===== config.mk =====
export PLATFORM = sky130hd
export DESIGN_NAME = lcd1602_bus_decoder
export DESIGN_NICKNAME = d
export VERILOG_FILES = /design/src/rtl/lcd1602_bus_decoder.sv
export SDC_FILE = /design/constraint.sdc
export NUM_CORES = 1
export LEC_CHECK = 0
export CORE_MARGIN = 2
export CORE_UTILIZATION = 40
export CTS_CLUSTER_SIZE = 28
export DETAILED_ROUTE_END_ITERATION = 16
export PLACE_DENSITY = 0.64
export SLEW_MARGIN = 20
export SYNTH_ARGS = -nofsm -noshare
export SYNTH_HDL_FRONTEND = slang
export SYNTH_SLANG_ARGS = --single-unit

===== constraint.sdc =====
create_clock -name clk -period 3.4 [get_ports clk]
set_input_delay 0.85 -clock clk [delete_from_list [all_inputs] [get_ports clk]]
set_output_delay 0.85 -clock clk [all_outputs]
set_load 0.05 [all_outputs]

===== src/rtl/lcd1602_bus_decoder.sv =====
// -----------------------------------------------------------------------------
// lcd1602_bus_decoder
//
// Receiver for an HD44780-style 8-bit LCD bus (rs/rw/e/data). Each falling
// edge of E is decoded as either a command or a character write. The decoder
// keeps a 2x16 shadow DDRAM that mirrors what the panel would show.
//
// Ports
//   clk, rst      : single clock domain. rst is synchronous and active-high.
//   lcd_rs_i      : register select (0 = command, 1 = data).
//   lcd_rw_i      : 0 = write. 1 = read, which is unsupported and flagged.
//   lcd_e_i       : enable. A transaction commits on its falling edge.
//   lcd_data_i    : bus data byte.
//   rd_addr_i     : shadow read address {row, col[3:0]}.
//   rd_char_o     : shadow byte at rd_addr_i, with 1-cycle latency.
//   cursor_o      : current write address {row, col}.
//   display_on_o  : D bit from the last Display Control command.
//   busy_o        : high while the Clear Display sweep runs.
//   char_wr_o     : one-cycle pulse per committed character write.
//   cmd_o         : last committed command byte.
//   cmd_vld_o     : one-cycle pulse per committed command.
//   err_o         : sticky error flag. It is set by an rw=1 strobe, a strobe
//                   while busy, or a bad DDRAM address.
// -----------------------------------------------------------------------------
module lcd1602_bus_decoder #(
  parameter int SYNC_INPUTS  = 1,
  parameter int CLEAR_CYCLES = 32
) (
  input  logic       clk,
  input  logic       rst,
  input  logic       lcd_rs_i,
  input  logic       lcd_rw_i,
  input  logic       lcd_e_i,
  input  logic [7:0] lcd_data_i,
  input  logic [4:0] rd_addr_i,
  output logic [7:0] rd_char_o,
  output logic [4:0] cursor_o,
  output logic       display_on_o,
  output logic       busy_o,
  output logic       char_wr_o,
  output logic [7:0] cmd_o,
  output logic       cmd_vld_o,
  output logic       err_o
);

  localparam logic [7:0] SPACE    = 8'h20;
  localparam logic [4:0] CLR_LAST = 5'(CLEAR_CYCLES - 1);

  typedef enum logic [0:0] {IDLE, CLEAR} state_t;

  state_t     state, state_nxt;
  logic [4:0] clr_cnt;
  logic       inc;
  logic [7:0] shadow [32];

  // A DDRAM address is decodable only in row 0 (0x00-0x0F) or row 1 (0x40-0x4F).
  function automatic logic addr_ok(input logic [6:0] a);
    return (a[6:4] == 3'b000) || (a[6:4] == 3'b100);
  endfunction

  // {row, col} is laid out so that a plain 5-bit add or subtract gives the
  // wrap sequence row0 col15 -> row1 col0 -> ... -> row1 col15 -> row0 col0.
  function automatic logic [4:0] step_cursor(input logic [4:0] c, input logic up);
    return up ? c + 5'd1 : c - 5'd1;
  endfunction

  // ---- stage p0/p1: input synchroniser ----
  logic       e_s, rs_s, rw_s;
  logic [7:0] data_s;

  generate
    if (SYNC_INPUTS != 0) begin : g_sync
      logic       e_p0, e_p1;
      logic       rs_p0, rs_p1, rw_p0, rw_p1;
      logic [7:0] data_p0, data_p1;

      always_ff @(posedge clk) begin
        if (rst) begin
          e_p0 <= 1'b0;
          e_p1 <= 1'b0;
        end else begin
          e_p0 <= lcd_e_i;
          e_p1 <= e_p0;
        end
      end

      always_ff @(posedge clk) begin
        rs_p0   <= lcd_rs_i;
        rs_p1   <= rs_p0;
        rw_p0   <= lcd_rw_i;
        rw_p1   <= rw_p0;
        data_p0 <= lcd_data_i;
        data_p1 <= data_p0;
      end

      assign e_s    = e_p1;
      assign rs_s   = rs_p1;
      assign rw_s   = rw_p1;
      assign data_s = data_p1;
    end else begin : g_nosync
      assign e_s    = lcd_e_i;
      assign rs_s   = lcd_rs_i;
      assign rw_s   = lcd_rw_i;
      assign data_s = lcd_data_i;
    end
  endgenerate

  // ---- stage p2: edge detect ----
  // rs/rw/data come from the same stage as e_s. The bus holds them stable
  // around the falling edge of E, so no further delay is needed.
  logic e_p2;
  logic fe;

  always_ff @(posedge clk) begin
    if (rst) e_p2 <= 1'b0;
    else     e_p2 <= e_s;
  end

  assign fe = e_p2 & ~e_s;

  // ---- decode: next state and commit strobes ----
  logic       cmd_commit, chr_commit, err_set;
  logic [4:0] cur_nxt;
  logic       inc_nxt, disp_nxt;
  logic       wr_en;
  logic [4:0] wr_addr;
  logic [7:0] wr_data;

  always_comb begin
    state_nxt  = state;
    cmd_commit = 1'b0;
    chr_commit = 1'b0;
    err_set    = 1'b0;
    cur_nxt    = cursor_o;
    inc_nxt    = inc;
    disp_nxt   = display_on_o;
    wr_en      = 1'b0;
    wr_addr    = cursor_o;
    wr_data    = data_s;

    case (state)
      IDLE: begin
        if (fe) begin
          if (rw_s) begin
            err_set = 1'b1;
          end else if (rs_s) begin
            chr_commit = 1'b1;
            wr_en      = 1'b1;
            cur_nxt    = step_cursor(cursor_o, inc);
          end else if (data_s != 8'h00) begin
            cmd_commit = 1'b1;
            casez (data_s)
              8'b1???????: begin
                if (addr_ok(data_s[6:0])) cur_nxt = {data_s[6], data_s[3:0]};
                else                      err_set = 1'b1;
              end
              8'b001?????, 8'b0001????: begin
                // Function set and shift commands are only recorded in cmd_o.
              end
              8'b00001???: disp_nxt  = data_s[2];
              8'b000001??: inc_nxt   = data_s[1];
              8'b0000001?: cur_nxt   = 5'd0;
              default:     state_nxt = CLEAR;   // only 8'b00000001 is left here
            endcase
          end
        end
      end

      CLEAR: begin
        wr_en   = 1'b1;
        wr_addr = clr_cnt;
        wr_data = SPACE;
        if (fe) err_set = 1'b1;
        if (clr_cnt == CLR_LAST) begin
          state_nxt = IDLE;
          cur_nxt   = 5'd0;
          inc_nxt   = 1'b1;
        end
      end

      default: state_nxt = IDLE;
    endcase
  end

  // ---- stage commit: control registers and pulse outputs ----
  always_ff @(posedge clk) begin
    if (rst) begin
      state        <= IDLE;
      clr_cnt      <= 5'd0;
      cursor_o     <= 5'd0;
      inc          <= 1'b1;
      display_on_o <= 1'b0;
      err_o        <= 1'b0;
      cmd_o        <= 8'h00;
      cmd_vld_o    <= 1'b0;
      char_wr_o    <= 1'b0;
    end else begin
      state        <= state_nxt;
      clr_cnt      <= (state == CLEAR) ? clr_cnt + 5'd1 : 5'd0;
      cursor_o     <= cur_nxt;
      inc          <= inc_nxt;
      display_on_o <= disp_nxt;
      err_o        <= err_o | err_set;
      cmd_vld_o    <= cmd_commit;
      char_wr_o    <= chr_commit;
      if (cmd_commit) cmd_o <= data_s;
    end
  end

  assign busy_o = (state == CLEAR);

  // Shadow RAM contents survive reset. A reset during the sweep blocks the
  // write of the entry that the sweep would have cleared in that cycle.
  always_ff @(posedge clk) begin
    if (wr_en && !rst) shadow[wr_addr] <= wr_data;
  end

  // The read is registered. On a same-address collision with a write it
  // returns the old value.
  always_ff @(posedge clk) begin
    if (rst) rd_char_o <= 8'h00;
    else     rd_char_o <= shadow[rd_addr_i];
  end

endmodule

Word-level counts from Yosys, hierarchy flattened:

Memories as Yosys holds them, arrays and structs flattened. A register that Yosys moved wholly into a read port is not among the register bits.
Index checks and enable logic that the tools add are counted.

* register bits: 47
* memory bits (writable): 256
* bits of input ports: 18
* word-level logic and storage cells: 99
* memories kept: 1

* $add $sub $neg: 3
* equality and inequality tests: 16
* multiplexer cells: 44
* reduce and logical (&&, ||, !) cells: 11
* bitwise operators: 6

Memories
* shadow: depth 32, bits a word 8, rd ports 1, clocked after Yosys merged registers in 1, write ports 1, RTL line 54 `logic [7:0] shadow [32];`

Operators by type and width (number)
* two-way mux 5 bit: 8
* two-way mux 1 bit: 29
* one-hot mux 5 bit (2 select lines): 2
* AND reduction 6 bit: 3
* adder 5 x 1 -> 5 bit, second input constant: 2
* two-way mux 8 bit: 1
* != test 2 bit, second input constant: 4
* one-hot mux 1 bit (2 select lines): 4
* nonzero test 8 bit: 1
* == test 7 x 1 -> 1 bit, second input constant: 1
* == test 6 x 1 -> 1 bit, second input constant: 1
* OR reduction 6 bit: 1
* == test 5 x 1 -> 1 bit, second input constant: 1
* == test 5 bit, second input constant: 1
* subtractor 5 x 1 -> 5 bit, second input constant: 1
* == test 4 x 1 -> 1 bit, second input constant: 1
* != test 2 x 1 -> 1 bit, second input constant: 2
* != test 4 x 3 -> 1 bit, second input constant: 1
* != test 4 bit, second input constant: 1
* NOT 1 bit: 4
* OR reduction 2 bit: 2
* == test 3 x 1 -> 1 bit, second input constant: 1
* == test 3 bit, second input constant: 1
* logical NOT 3 bit: 1
* other kinds (6): 6

Logic depth before layout (Yosys ltp):

* word-level depth: 10
* depth in mapped cells: 8
* mapped depth without buffers: 6

Worst setup path before layout:

Ideal clock, no wire load.

* path type: register to register
* from: register state (netlist: busy_o)
* to: memory shadow[4][0], enable pin
* period minus slack after synthesis: 2.377 ns
* path buffers: 2
* slack: 1.023 ns
* setup time: 0.370 ns
* data required time: 3.030 ns
* cell stages (with the launch flop): 7
* arrival time: 2.007 ns
* path through: dfxtp_1 buf_2 buf_1 nand2_1 o32ai_1 nand2_1 nor2_1

* cells in the longest elaborated chain, start to end: 5
* elaborated cells on any way between the ends: 6
* classes of those cells: mux (4); bitwise (1); reduce/logical (1)

RTL lines
* from (decl): RTL line 51 `state_t state, state_nxt;`
* from (signal assigned): RTL line 198 `state <= state_nxt;`
* NOT 1 bit
* one-hot mux 1 bit (2 select lines): RTL line 141 `case (state)`
* logical AND 1 bit: RTL line 215 `if (wr_en && !rst) shadow[wr_addr] <= wr_data;`
* two-way mux 1 bit: RTL line 215
* two-way mux 1 bit (not written as such): RTL line 215
* to (decl): RTL line 54

Parallel ways exist; a longest one is shown, timed or not.

Worst setup path after layout:

* from: register state (netlist: busy_o)
* to: output busy_o

RTL lines
* to (decl): RTL line 39 `output logic busy_o,`

No word-level cell between the ends.

==> key figures <==
Run status
  • Status: complete, no violations

Logic synthesis
  • Cells after Synth: 677
  • Register area share after synthesis: 72.3%
  • Async SR Flop Fraction: 0%
  • Mean Syn Cell Area: ~18 um^2
  • Top cells by area, synth: edfxtp_1 (63%), dfxtp_1 (9.1%), mux4_2 (8.2%)
  • YS warnings: 0
  • Mapped Area: 0.0122 mm^2
  • Post-synth top cells: edfxtp_1 (256), dfxtp_1 (55), nor2_1 (52)
  • Post-synth EDFFs: 256
  • Distinct cell type count after synthesis: 57
  • Yosys reg bits: 311
  • Top cell type's share of synthesized area: 63.2%
  • Main synth FF type: edfxtp_1
  • Leading area contributor after synthesis: edfxtp_1
  • Count leader, synth: edfxtp_1
  • Synth Net Count: 701

Setup path
  • Critical path, cell by cell: clkdlybuf4s50_1
  • Largest stage delay, worst path: 0.90 ns
  • Worst Setup Path Type: flip-flop to primary output
  • Critical path buffer and inverter count: 1
  • Worst endpoint data arrival time: 2.06 ns
  • Startpoint types: flip-flop
  • Crit-path max FO: 9
  • Worst setup EP type: primary output
  • WP data required: 2.55 ns
  • CP max stage cell: clkdlybuf4s50_1
  • CP delay by family, top: buffers and inverters

STA
  • Slew HR: 35.9%
  • Final worst slack: between 0.4 and 0.5 ns
  • RSZ-0062 raised after global routing: false
  • Fin Clk Skew: ~0.021 ns
  • Period utilization: between 80% and 90%
  • Tightest Pin Transition: 0.955 ns
  • Final Hold Vio Count: 0
  • Setup tns final: 0 ns
  • Fin crit period: approximately 2.9 ns
  • Final setup fails: 0
  • Slew Limit Fails: 0
  • Max Clk Rate: 344 MHz

CTS
  • H-tree Lvls: 1
  • Clk Latency, worst-skew pair: approximately 0.56 ns
  • Clk buf depth: 3
  • CTS tree: built
  • Cts repair resizes: 0
  • Root buf cell: clkbuf_16
  • Clock sinks: 311
  • Clock transition at path regs: 0.06 ns
  • Setup Buffers After CTS: 0
  • CTS Buf Count: 30
  • Hold_buf cts: 0

Die
  • Die Wd: 178 um
  • Die Y: between 150 and 200 um
  • Num rows: 63
  • # IOs: 44
  • Total Die Area: 0.0318 mm^2
  • CORE AREA: 0.0298 mm^2
  • Initial Utilization: 40.8%

Run
  • Max Cap Viol: 0

Cells and area
  • Multi-input gate area: 0.00314 mm^2
  • Layout cells sized above 1: 21.4%
  • Ant diodes: 0
  • Storage element area: 0.00879 mm^2
  • Area Overhead vs Synth: 17.4%
  • Layout Nets: 796
  • Post-Route Utilization: 47.9%
  • Fillers: 2492

Global routing
  • Largest net degree at the start of global routing: 33
  • Global-route usage over all layers: 17.0%
  • GRT overflow: 0
  • First-pass GRT wire length: 40.0 mm
  • Vias in the first global route: 6446
  • Initial antenna violation count: 0

Route
  • Routed WL: 26.4 mm
  • DR WL/cell: 22.2 um
  • # DRC: 0
  • Pre-antenna DRT Iters: 5
  • Via-to-Cell Ratio: 5.44
  • Final ANT Viol Nets: 0
  • 1st-iter DRT viols: 630
  • Via count: 6449

Pwr
  • Final Power: 7.80 mW
  • Worst vdd ir: 0.378 mV
  • P per Cell Area: 546 mW/mm^2
  • Leak Pwr: 4.72 nW

Placement
  • Routability Congestion: 0.772
  • I/O Buffers: 43
  • Pre-CTS setup slack: 0.520 ns
  • Hpwl dp: 16.9 mm

Worst hold path
  • Worst Hold Class: flip-flop to flip-flop
[through the flow]
stage	std cells	instance area, um^2	hold slack, ns
final	1186	14300	0.326
after CTS	1186	14300	0.326
after detailed placement	1130	13300	0.312
after floorplan	677	12200	0.310
after global placement	1130	13300	0.310
after global routing	1186	14300	0.332
[cells in the final DEF (no fill, tap or decap), types with 6 or more instances in the layout]
cell type | netlist | routed
o21ai_0 | 15 | 15
o22ai_1 | 9 | 9
edfxtp_1 | 256 | 256
clkdlybuf4s50_1 | 0 | 40
nor2b_1 | 16 | 12
a211oi_1 | 8 | 8
o32ai_1 | 8 | 8
inv_1 | 11 | 11
mux4_2 | 44 | 44
mux4_1 | 20 | 20
nor2_1 | 52 | 49
clkbuf_16 | 0 | 30
buf_4 | 5 | 51
nand3_1 | 8 | 8
mux2_2 | 10 | 10
nand2b_1 | 8 | 8
a21oi_1 | 9 | 9
nand2_1 | 35 | 35
clkinv_2 | 0 | 6
dfxtp_1 | 55 | 55
[kinds of logic after synthesis]
family	Yosys count	synth area share, %
fa+ha+maj	6	0.679
mux	76	13.6
compound gates	81	4.65
flops	311	72.3
xor+xnor	4	0.288
buf+inv	44	2.09
simple gates	155	6.44
[layout make-up]
class                      count  share of cell area (%)
sequential                   311                    61.6
multi-input combinational    322                    22.0
clock buffer                  43                    5.98
timing repair buffer          95                    5.84
tap                          390                    3.42
clock inverter                13                   0.876
inverter                      12                   0.316
[report_power, final]
group	leakage [nW]	total, mW	switching (mW)	internal, mW
combinational	1.48	0.375	0.223	0.152
sequential	2.75	4.17	0.0233	4.14
clock	0.487	3.26	1.36	1.89
[registers in the layout, indices dropped and copies added, names as in the netlist]
register and count:
cmd_vld_o 1, g_sync.rs_p0 1, clr_cnt 5, rd_char_o 8, g_sync.data_p0 8, inc 1
g_sync.e_p0 1, data_s 8, display_on_o 1, g_sync.rs_p1 1, busy_o 1, g_sync.rw_p1 1
shadow 256, char_wr_o 1, e_p2 1, g_sync.rw_p0 1, err_o 1, cursor_o 5
cmd_o 8, e_s 1
[path summary, 6_finish.rpt]
check        slack [ns]  cells past startpoint                      to                 startpoint
min                0.33                      0       data_s[0]$_DFF_P_  g_sync.data_p0[0]$_DFF_P_
min reg2reg        0.33                      0       data_s[0]$_DFF_P_  g_sync.data_p0[0]$_DFF_P_
max reg2reg        0.75                      4  shadow[5][7]$_DFFE_PP_          busy_o$_SDFF_PP0_
max                0.49                      1                  busy_o          busy_o$_SDFF_PP0_
[routing by layer]
metal | routed length [um] | up-vias | track usage [%]
li1 | - | 2921 | -
met1 | 11400 | 3287 | 22.9
met2 | 13000 | 194 | 28.4
met3 | 1250 | 47 | 2.28
met4 | 743 | 0 | 5.56
met5 | 0 | - | 0
Power figures use the tool's default switching activity.
